==> src/rtl/sdram_arb_pkg.sv <==
// Shared types and constants for the SDRAM channel arbiter.
package sdram_arb_pkg;

  typedef enum logic {ARB_IDLE, ARB_WAIT} arb_state_t;

  localparam int unsigned STARVE_W = 8;
  localparam logic [STARVE_W-1:0] STARVE_MAX = '1;

endpackage

==> src/rtl/sdram_arb_select.sv <==
// Grant selection: lowest-index starved channel first, else lowest-index pending channel.
module sdram_arb_select #(
  parameter int unsigned NUM_CH = 4,
  parameter int unsigned IDX_W  = 2
) (
  input  logic [NUM_CH-1:0] pending,
  input  logic [NUM_CH-1:0] starved,
  output logic              grant_valid,
  output logic [IDX_W-1:0]  grant_idx
);

  logic any_starved;

  always_comb begin
    any_starved = |starved;
    grant_valid = |pending;
    grant_idx   = '0;
    // Scan downward so the lowest qualifying index wins.
    for (int i = NUM_CH - 1; i >= 0; i--) begin
      if (any_starved ? starved[i] : pending[i]) grant_idx = IDX_W'(i);
    end
  end

endmodule

==> src/rtl/sdram_channel_arbiter.sv <==
// Shares one toggle-handshake SDRAM port between NUM_CH requesters with fixed
// priority plus a starvation guard.
module sdram_channel_arbiter
  import sdram_arb_pkg::*;
#(
  parameter int unsigned NUM_CH       = 4,
  parameter int unsigned ADDR_W       = 27,
  parameter int unsigned DATA_W       = 64,
  parameter int unsigned STARVE_LIMIT = 6,
  localparam int unsigned IDX_W       = (NUM_CH > 1) ? $clog2(NUM_CH) : 1,
  localparam int unsigned BE_W        = DATA_W / 8
) (
  input  logic                     clk,
  input  logic                     reset,
  input  logic [NUM_CH-1:0]        ch_req,
  output logic [NUM_CH-1:0]        ch_ack,
  input  logic [NUM_CH-1:0]        ch_rw,
  input  logic [NUM_CH*ADDR_W-1:0] ch_addr,
  input  logic [NUM_CH*DATA_W-1:0] ch_wdata,
  input  logic [NUM_CH*BE_W-1:0]   ch_be,
  output logic [NUM_CH*DATA_W-1:0] ch_q,
  output logic [ADDR_W-1:0]        sdr_addr,
  output logic [DATA_W-1:0]        sdr_data,
  output logic [BE_W-1:0]          sdr_be,
  output logic                     sdr_rw,
  output logic                     sdr_req,
  input  logic                     sdr_ack,
  input  logic [DATA_W-1:0]        sdr_q,
  output logic                     busy,
  output logic [IDX_W-1:0]         active_ch
);

  arb_state_t state_q, state_d;

  logic [STARVE_W-1:0] starve_cnt [NUM_CH];
  logic [NUM_CH-1:0]   pending;
  logic [NUM_CH-1:0]   starved;
  logic                grant_valid;
  logic [IDX_W-1:0]    grant_idx;
  logic                grant_en;
  logic                done;
  logic                req_snap;

  assign pending = ch_req ^ ch_ack;

  always_comb begin
    for (int i = 0; i < NUM_CH; i++) begin
      starved[i] = pending[i] && (starve_cnt[i] >= STARVE_W'(STARVE_LIMIT));
    end
  end

  sdram_arb_select #(
    .NUM_CH (NUM_CH),
    .IDX_W  (IDX_W)
  ) u_select (
    .pending     (pending),
    .starved     (starved),
    .grant_valid (grant_valid),
    .grant_idx   (grant_idx)
  );

  always_ff @(posedge clk or posedge reset) begin
    if (reset) state_q <= ARB_IDLE;
    else       state_q <= state_d;
  end

  always_comb begin
    state_d = state_q;
    unique case (state_q)
      ARB_IDLE: if (grant_valid) state_d = ARB_WAIT;
      ARB_WAIT: if (sdr_ack == sdr_req) state_d = ARB_IDLE;
    endcase
  end

  always_comb begin
    grant_en = (state_q == ARB_IDLE) && grant_valid;
    done     = (state_q == ARB_WAIT) && (sdr_ack == sdr_req);
  end

  always_ff @(posedge clk or posedge reset) begin
    if (reset) begin
      for (int i = 0; i < NUM_CH; i++) starve_cnt[i] <= '0;
      ch_ack    <= '0;
      ch_q      <= '0;
      sdr_addr  <= '0;
      sdr_data  <= '0;
      sdr_be    <= '0;
      sdr_rw    <= 1'b0;
      sdr_req   <= 1'b0;
      busy      <= 1'b0;
      active_ch <= '0;
      req_snap  <= 1'b0;
    end else if (grant_en) begin
      for (int i = 0; i < NUM_CH; i++) begin
        if (IDX_W'(i) == grant_idx)  starve_cnt[i] <= '0;
        else if (pending[i])         starve_cnt[i] <= (starve_cnt[i] == STARVE_MAX) ?
                                                      starve_cnt[i] : starve_cnt[i] + 1'b1;
        else                         starve_cnt[i] <= '0;
      end
      sdr_addr  <= ch_addr[grant_idx*ADDR_W +: ADDR_W];
      sdr_data  <= ch_wdata[grant_idx*DATA_W +: DATA_W];
      sdr_be    <= ch_be[grant_idx*BE_W +: BE_W];
      sdr_rw    <= ch_rw[grant_idx];
      sdr_req   <= ~sdr_req;
      req_snap  <= ch_req[grant_idx];
      active_ch <= grant_idx;
      busy      <= 1'b1;
    end else if (done) begin
      if (sdr_rw) ch_q[active_ch*DATA_W +: DATA_W] <= sdr_q;
      // Ack with the snapshot so a mid-flight re-toggle stays pending.
      ch_ack[active_ch] <= req_snap;
      busy              <= 1'b0;
    end
  end

endmodule

==> config.mk <==
export PLATFORM = sky130hd
export DESIGN_NAME = sdram_channel_arbiter
export DESIGN_NICKNAME = d
export VERILOG_FILES = /design/src/rtl/sdram_arb_pkg.sv /design/src/rtl/sdram_arb_select.sv /design/src/rtl/sdram_channel_arbiter.sv
export SDC_FILE = /design/constraint.sdc
export NUM_CORES = 1
export LEC_CHECK = 0
export CAP_MARGIN = 25
export CELL_PAD_IN_SITES_DETAIL_PLACEMENT = 1
export CELL_PAD_IN_SITES_GLOBAL_PLACEMENT = 2
export CORE_AREA = 2 2 329 331
export CTS_CLUSTER_DIAMETER = 60
export CTS_CLUSTER_SIZE = 40
export DETAILED_ROUTE_END_ITERATION = 7
export DIE_AREA = 0 0 331 333
export PLACE_DENSITY_LB_ADDON = 0.15
export SYNTH_ARGS = -nofsm -noshare
export SYNTH_HDL_FRONTEND = slang
export SYNTH_SLANG_ARGS = --single-unit
==> constraint.sdc <==
create_clock -name clk -period 33.1 [get_ports clk]
set_clock_uncertainty 0.1 [all_clocks]
set_input_delay 8.275 -clock clk [delete_from_list [all_inputs] [get_ports clk]]
set_output_delay 8.275 -clock clk [all_outputs]
set_load 0.01 [all_outputs]
---- Yosys cells after proc, flatten, opt, wreduce, memory -nomap -nowiden ----
Cells that the tools add are included.
Widths: inputs -> output; s select.
word-level totals
  register bits after elaboration ......... 398
  bits of input ports ..................... 471
  word-level logic and storage cells ...... 99
cells by class
  add/subtract/negate cells ............... 5
  multiply operators ...................... 1
  $lt $le $gt $ge ......................... 7
  equality and inequality tests ........... 12
  shift-type cells ........................ 5
  mux-type cells .......................... 33
  bitwise operators ....................... 4
  reduce and logical (&&, ||, !) cells .... 17
operator list
  kind                       count
  $bwmux 256                 1
  $shift 64x34->256 const A  1
  $shiftx 256x9->64          1
  $shiftx 64x34->256         1
  $shiftx 108x8->27          1
  $mux 8                     12
  $neg 8->34                 1
  $add 8x1->8 const B        4
  $eq 8x8->1 const B         4
  $ge 8x3->1 const B         4
  $shiftx 32x6->8            1
  $ne 3x3->1 const B         4
  $mux 1                     11
  $reduce_and 2->1           5
  $mux 2                     4
  $reduce_or 4->1            2
  $logic_and 1x1->1          7
  $mul 2x5->7 const B        1
  $lt 2x3->1 const B         2
  $bmux 1 s2                 2
  $bwmux 4                   1
  $eq 2x2->1 const A         2
  $xor 4x4->4                1
  $not 1->1                  3
  8 further kinds            8

---- Logic depth before layout (Yosys ltp) ----
  depth after elaboration ................. 11
  depth in mapped cells ................... 11
  depth with buffers taken out ............ 8

---- Hierarchy ----
From an unflattened synthesis, not the netlist that was laid out.
second synthesis, totals
  cell total of the unflattened synthesis .. 1971
  area total of the unflattened synthesis .. 18955.7 µm²
modules (own cells, without submodules)
  module                 times used  cells each  area each (µm²)
  sdram_channel_arbiter  1           1959        18879.4
  sdram_arb_select       1           12          76.3

---- Worst setup path before layout ----
No wires, ideal clock.
  kind .................................... input to register
  start point ............................. in ch_req[2]
  end point ............................... reg sdr_data[20]
  setup time .............................. 0.077 ns
  arrival ................................. 10.140 ns
  path slack .............................. 22.783 ns
  stages .................................. 8
  buffers on the path ..................... 2
  cell sequence ........................... xnor2_1 > a31oi_1 > a21o_1 > buf_6 > clkbuf_1 > or3b_2 > a31o_1 > a21oi_1
on the way
  longest elaborated chain between the ends .. 9
  elaborated cells between the ends (all ways) .. 14
  those cells by class .................... shift: 1; mux: 8; bitwise: 1; reduce/logical: 4
RTL lines
  what                  RTL line                      text
  start, declared       sdram_channel_arbiter.sv:15   input logic [NUM_CH-1:0] ch_req,
  $xor 4x4->4 *         sdram_channel_arbiter.sv:44   assign pending = ch_req ^ ch_ack;
  $logic_and 1x1->1     sdram_channel_arbiter.sv:48   starved[i] = pending[i] && (starve_cnt[i] >= STARVE_W'(STARVE_LIMIT));
  $reduce_or 4->1       sdram_arb_select.sv:15        any_starved = |starved;
  $mux 1                sdram_arb_select.sv:20        if (any_starved ? starved[i] : pending[i]) grant_idx = IDX_W'(i);
  $mux 2 (4 in a row)   sdram_arb_select.sv:20
  $shiftx 256x9->64     sdram_channel_arbiter.sv:101  sdr_data <= ch_wdata[grant_idx*DATA_W +: DATA_W];
  end signal, assigned  sdram_channel_arbiter.sv:101
  end, declared         sdram_channel_arbiter.sv:23   output logic [DATA_W-1:0] sdr_data,
Mark *: on every way between the ends. The rest lies on a longest branch, timed or not.
A chain may end at the register's enable or synchronous reset.

---- Final worst setup path ----
  start point ............................. in ch_req[0]
  end point ............................... reg sdr_data[16]
The elaborated chain is that of the path after synthesis.

==> summary.txt <==
Run
  – Max-Cap Viols: 0

Timing
  – Period utilization: 0.361
  – Hold Vio Cnt, Final: 0
  – Tmin final: 11.95 ns
  – Worst-Margin Slew: 1.13 ns
  – Setup violations, final: 0
  – Setup_tns: 0 ns
  – RSZ-0062 raised after global routing: false
  – Final Max Tran Viols: 0
  – Slew margin rel.: 0.245
  – FMAX: 83.6 MHz

Clock tree
  – Sink Count: 398
  – CTS Root Cell: clkbuf_16
  – CTS HTree Levels: 2
  – CTS clock-pin slew for the worst setup and hold paths: 0.06 ns
  – CTS Hold Bufs: 0
  – CTS buffer count: 59
  – Clk Latency, worst-skew pair: 0.65 ns
  – CTS tree: done
  – Setup repair bufs after CTS: 0
  – Worst-case clock buffer depth: 3
  – Post_cts resized: 0

Critical path
  – FF-to-FF path depth: 9
  – Worst setup SP type: input pin
  – Crit-path cells: clkdlybuf4s50_1, xnor2_1, a31oi_4, buf_4, buf_12, nor2_4, buf_4, a21oi_1, a31o_1, a21oi_1
  – Reg-to-Reg End: sdr_data[16]
  – Worst r2r src: ch_ack[0]
  – Slowest-stage cell, CP: buf_4
  – Worst R2R Setup Slack: 28.81 ns
  – CP Max Fanout: 72
  – CP endpoint: sdr_data[16]
  – Crit path kind: input pin to register
  – Crit path capture type: register
  – Critical Path RT: 33.55 ns
  – Arr. time, crit path: 12.41 ns
  – Slowest stage delay, CP: 0.90 ns
  – Crit. Startpoint: ch_req[0]

Finish
  – Fillers: 12193
  – Final std cells w/o fill: 4608
  – Final non-filler cell area: 33100 sq um
  – Nets: 3623
  – Fin util: 0.311
  – Multi-input gate area: 10500 sq um
  – Area growth syn-to-layout: 55.5%
  – Layout cell share with drive strength beyond 1: 0.0879
  – Sequential Area: 9960 sq um

Synth
  – Post-Synth Adder-Cell Area: 0.00881
  – Syn_area_per_cell: 8.75 sq um
  – Fraction of synthesized area in multiplexers: 0.00258
  – Largest area contributor in the netlist: dfrtp_1
  – XOR/XNOR Fraction of Synth Area: 0.0102
  – Ys Warns: 0
  – Yosys reg bits: 398
  – Syn nets: 2919
  – Most area-consuming cells after synthesis: dfrtp_1, nand2_1, o21ai_0
  – EDFF count, synth: 0
  – Ys async rst share: 1.00
  – Post-synthesis cell type count: 59
  – Main combinational cell family by area after synthesis: compound AO/OA/AOI/OAI gates
  – Simple-gate share of the synthesized area: 0.205
  – Seq/Total Area, Yosys: 0.468
  – Synth Instances: 2433
  – Mapped Area: 21300 sq um
  – Synth top area share: 0.468
  – Synth Flop Type: dfrtp_1
  – Compound-Gate Fraction of Synth Area: 0.257

Power
  – Combinational fraction of design power: 0.534
  – Sequential share of power: 0.249
  – Worst vdd ir: 0.0731 mV
  – Pwr Density: 94.7 nW/um^2
  – Clock power frac: 0.217
  – Pint: 1780 uW
  – Switching share of power: 0.432
  – Total Power: 3140 uW
  – Sw Pwr: 1350 uW
  – Lkg Pwr: 0.0126 uW

Global routing
  – Initial antenna violation count: 41
  – Vias in the first global route: 24155
  – Largest net degree at the start of global routing: 109
  – Gr usage total: 0.209
  – Global-route wire length before repair: 172000 um
  – Gr ovfl total: 0

Place
  – DP HPWL: 82800 um
  – Placed Cells incl. Taps: 4475
  – GPL Wtd Cong: 0.840
  – Placed Area: 30900 sq um
  – Input/output buffers: 834

Floorplan
  – IO Pins: 835
  – Core box area: 107000 sq um
  – Starting density of the core: 0.200
  – Die height: 333 um
  – FP Rows: 120
  – Die ar.: 110000 sq um
  – Die extent in x: 331 um

Run status
  – Outcome: completed

Drt
  – Post-route DRC: 0
  – DR vias: 22588
  – Iteration-0 DRC Markers: 1051
  – WL final: 120000 um
  – Initial DRT Pass Iterations: 5
  – Antenna viol nets, final: 0
  – DR vias/cell: 4.90
  – Wire per inst: 26.0 um

Min path
  – WHS Path Cells: 2
  – Worst Hold Class: register to register
==> logic make-up (layout without fill, tap and decap cells) <==
family,count (synthesis),in the layout
simple gates,918,918
compound gates,827,827
flops,398,398
buf+inv,246,999
xor+xnor,24,24
fa+ha+maj,15,15
mux,5,5
other cells,0,19
==> cell usage in the layout (no fill, tap or decap), types with 10 or more instances in the layout <==
| cell | netlist | routed |
|---|---|---|
| nor3_1 | 14 | 11 |
| xor2_1 | 11 | 11 |
| a31o_1 | 95 | 95 |
| diode_2 | 0 | 19 |
| dfrtp_1 | 398 | 398 |
| xnor2_1 | 12 | 12 |
| o21ai_0 | 269 | 269 |
| or3b_2 | 88 | 88 |
| nand4_1 | 112 | 112 |
| nand3_1 | 16 | 11 |
| or3b_1 | 13 | 13 |
| a221oi_2 | 10 | 10 |
| inv_1 | 14 | 13 |
| nand2_1 | 533 | 533 |
| nor2_1 | 117 | 116 |
| ha_1 | 15 | 15 |
| buf_4 | 10 | 36 |
| a221oi_1 | 90 | 90 |
| a21oi_1 | 213 | 213 |
| clkbuf_16 | 0 | 61 |
| clkdlybuf4s50_1 | 0 | 834 |
| a22o_1 | 101 | 101 |
==> critical path, delay by kind of cell <==
family	cells	cell delay, ns
buffers and inverters	4	2.01
xor gates and xnor gates	1	0.73
and+or+nand+nor	1	0.65
AOI/OAI and AO/OA	4	0.62
==> routing by layer <==
| layer | wire (um) | track usage | part of all wire | vias to the layer above |
|---|---|---|---|---|
| met2 | 57600 | 0.353 | 0.48 | 747 |
| met5 | 271 | 0 | 0.0023 | - |
| met3 | 12000 | 0.0874 | 0.10 | 188 |
| met4 | 3440 | 0.0669 | 0.029 | 40 |
| li1 | - | - | - | 10267 |
| met1 | 46300 | 0.237 | 0.39 | 11346 |
==> how the worst min path moves through the flow <==
stage                   startpoint        endpoint  slack [ns]
floorplan           starve_cnt[31]  starve_cnt[31]        0.38
global placement          ch_q[44]        ch_q[44]        0.36
detailed placement         ch_q[7]         ch_q[7]        0.37
CTS                        ch_q[7]         ch_q[7]        0.38
global route             ch_q[121]       ch_q[121]        0.41
finish                    ch_q[17]        ch_q[17]        0.38
==> flip-flops by register name, indices dropped and copies added, names as in the netlist <==
signal and flops:
active_ch 2, sdr_data 64, sdr_req 1, starve_cnt 32
req_snap 1, sdr_addr 27, busy 1, ch_ack 4
sdr_be 8, sdr_rw 1, ch_q 256, state_q 1
==> power groups by stage <==
stage | logic [uW] | clock network [uW] | registers (uW)
after floorplan | 831 | 0 | 840
after global placement | 1650 | 0 | 784
after detailed placement | 1690 | 0 | 789
after CTS | 1700 | 706 | 784
after global routing | 1830 | 724 | 806
final | 1670 | 681 | 781
==> layout make-up <==
type | instances | area share
antenna | 19 | 0.00144
clock buffer | 67 | 0.0471
clock inverter | 43 | 0.0160
inverter | 14 | 0.00181
multi-input combinational | 1789 | 0.316
sequential | 398 | 0.301
tap | 1403 | 0.0530
timing repair buffer | 875 | 0.264
==> through the flow <==
stage	worst slack, ns	hold WS, ns
finish	21.15	0.379
global route	20.91	0.407
detailed placement	20.37	0.371
global placement	20.53	0.362
floorplan	13.66	0.378
CTS	21.06	0.385
==> Yosys cell counts, types with 3 or more instances <==
library cell  count
xor2_1           11
buf_4            10
a21oi_1         213
clkbuf_1        184
and3_1            3
o21ai_0         269
dfrtp_1         398
a221oi_2         10
or3b_1           13
buf_1             6
xnor2_1          12
o21ai_1           5
a221oi_1         90
or4_1             3
or3b_2           88
nand2_1         533
buf_2            24
o21a_1            4
mux2_2            4
o22ai_1           3
a31oi_1           6
buf_6             8
nor4_1            3
nor3b_1           5
and2_1            3
a31o_1           95
nand4_1         112
a31o_2            7
nor2_1          117
ha_1             15
inv_1            14
a21o_1            3
a22o_1          101
nand3_1          16
nor3_1           14
Power figures use the tool's default switching activity.
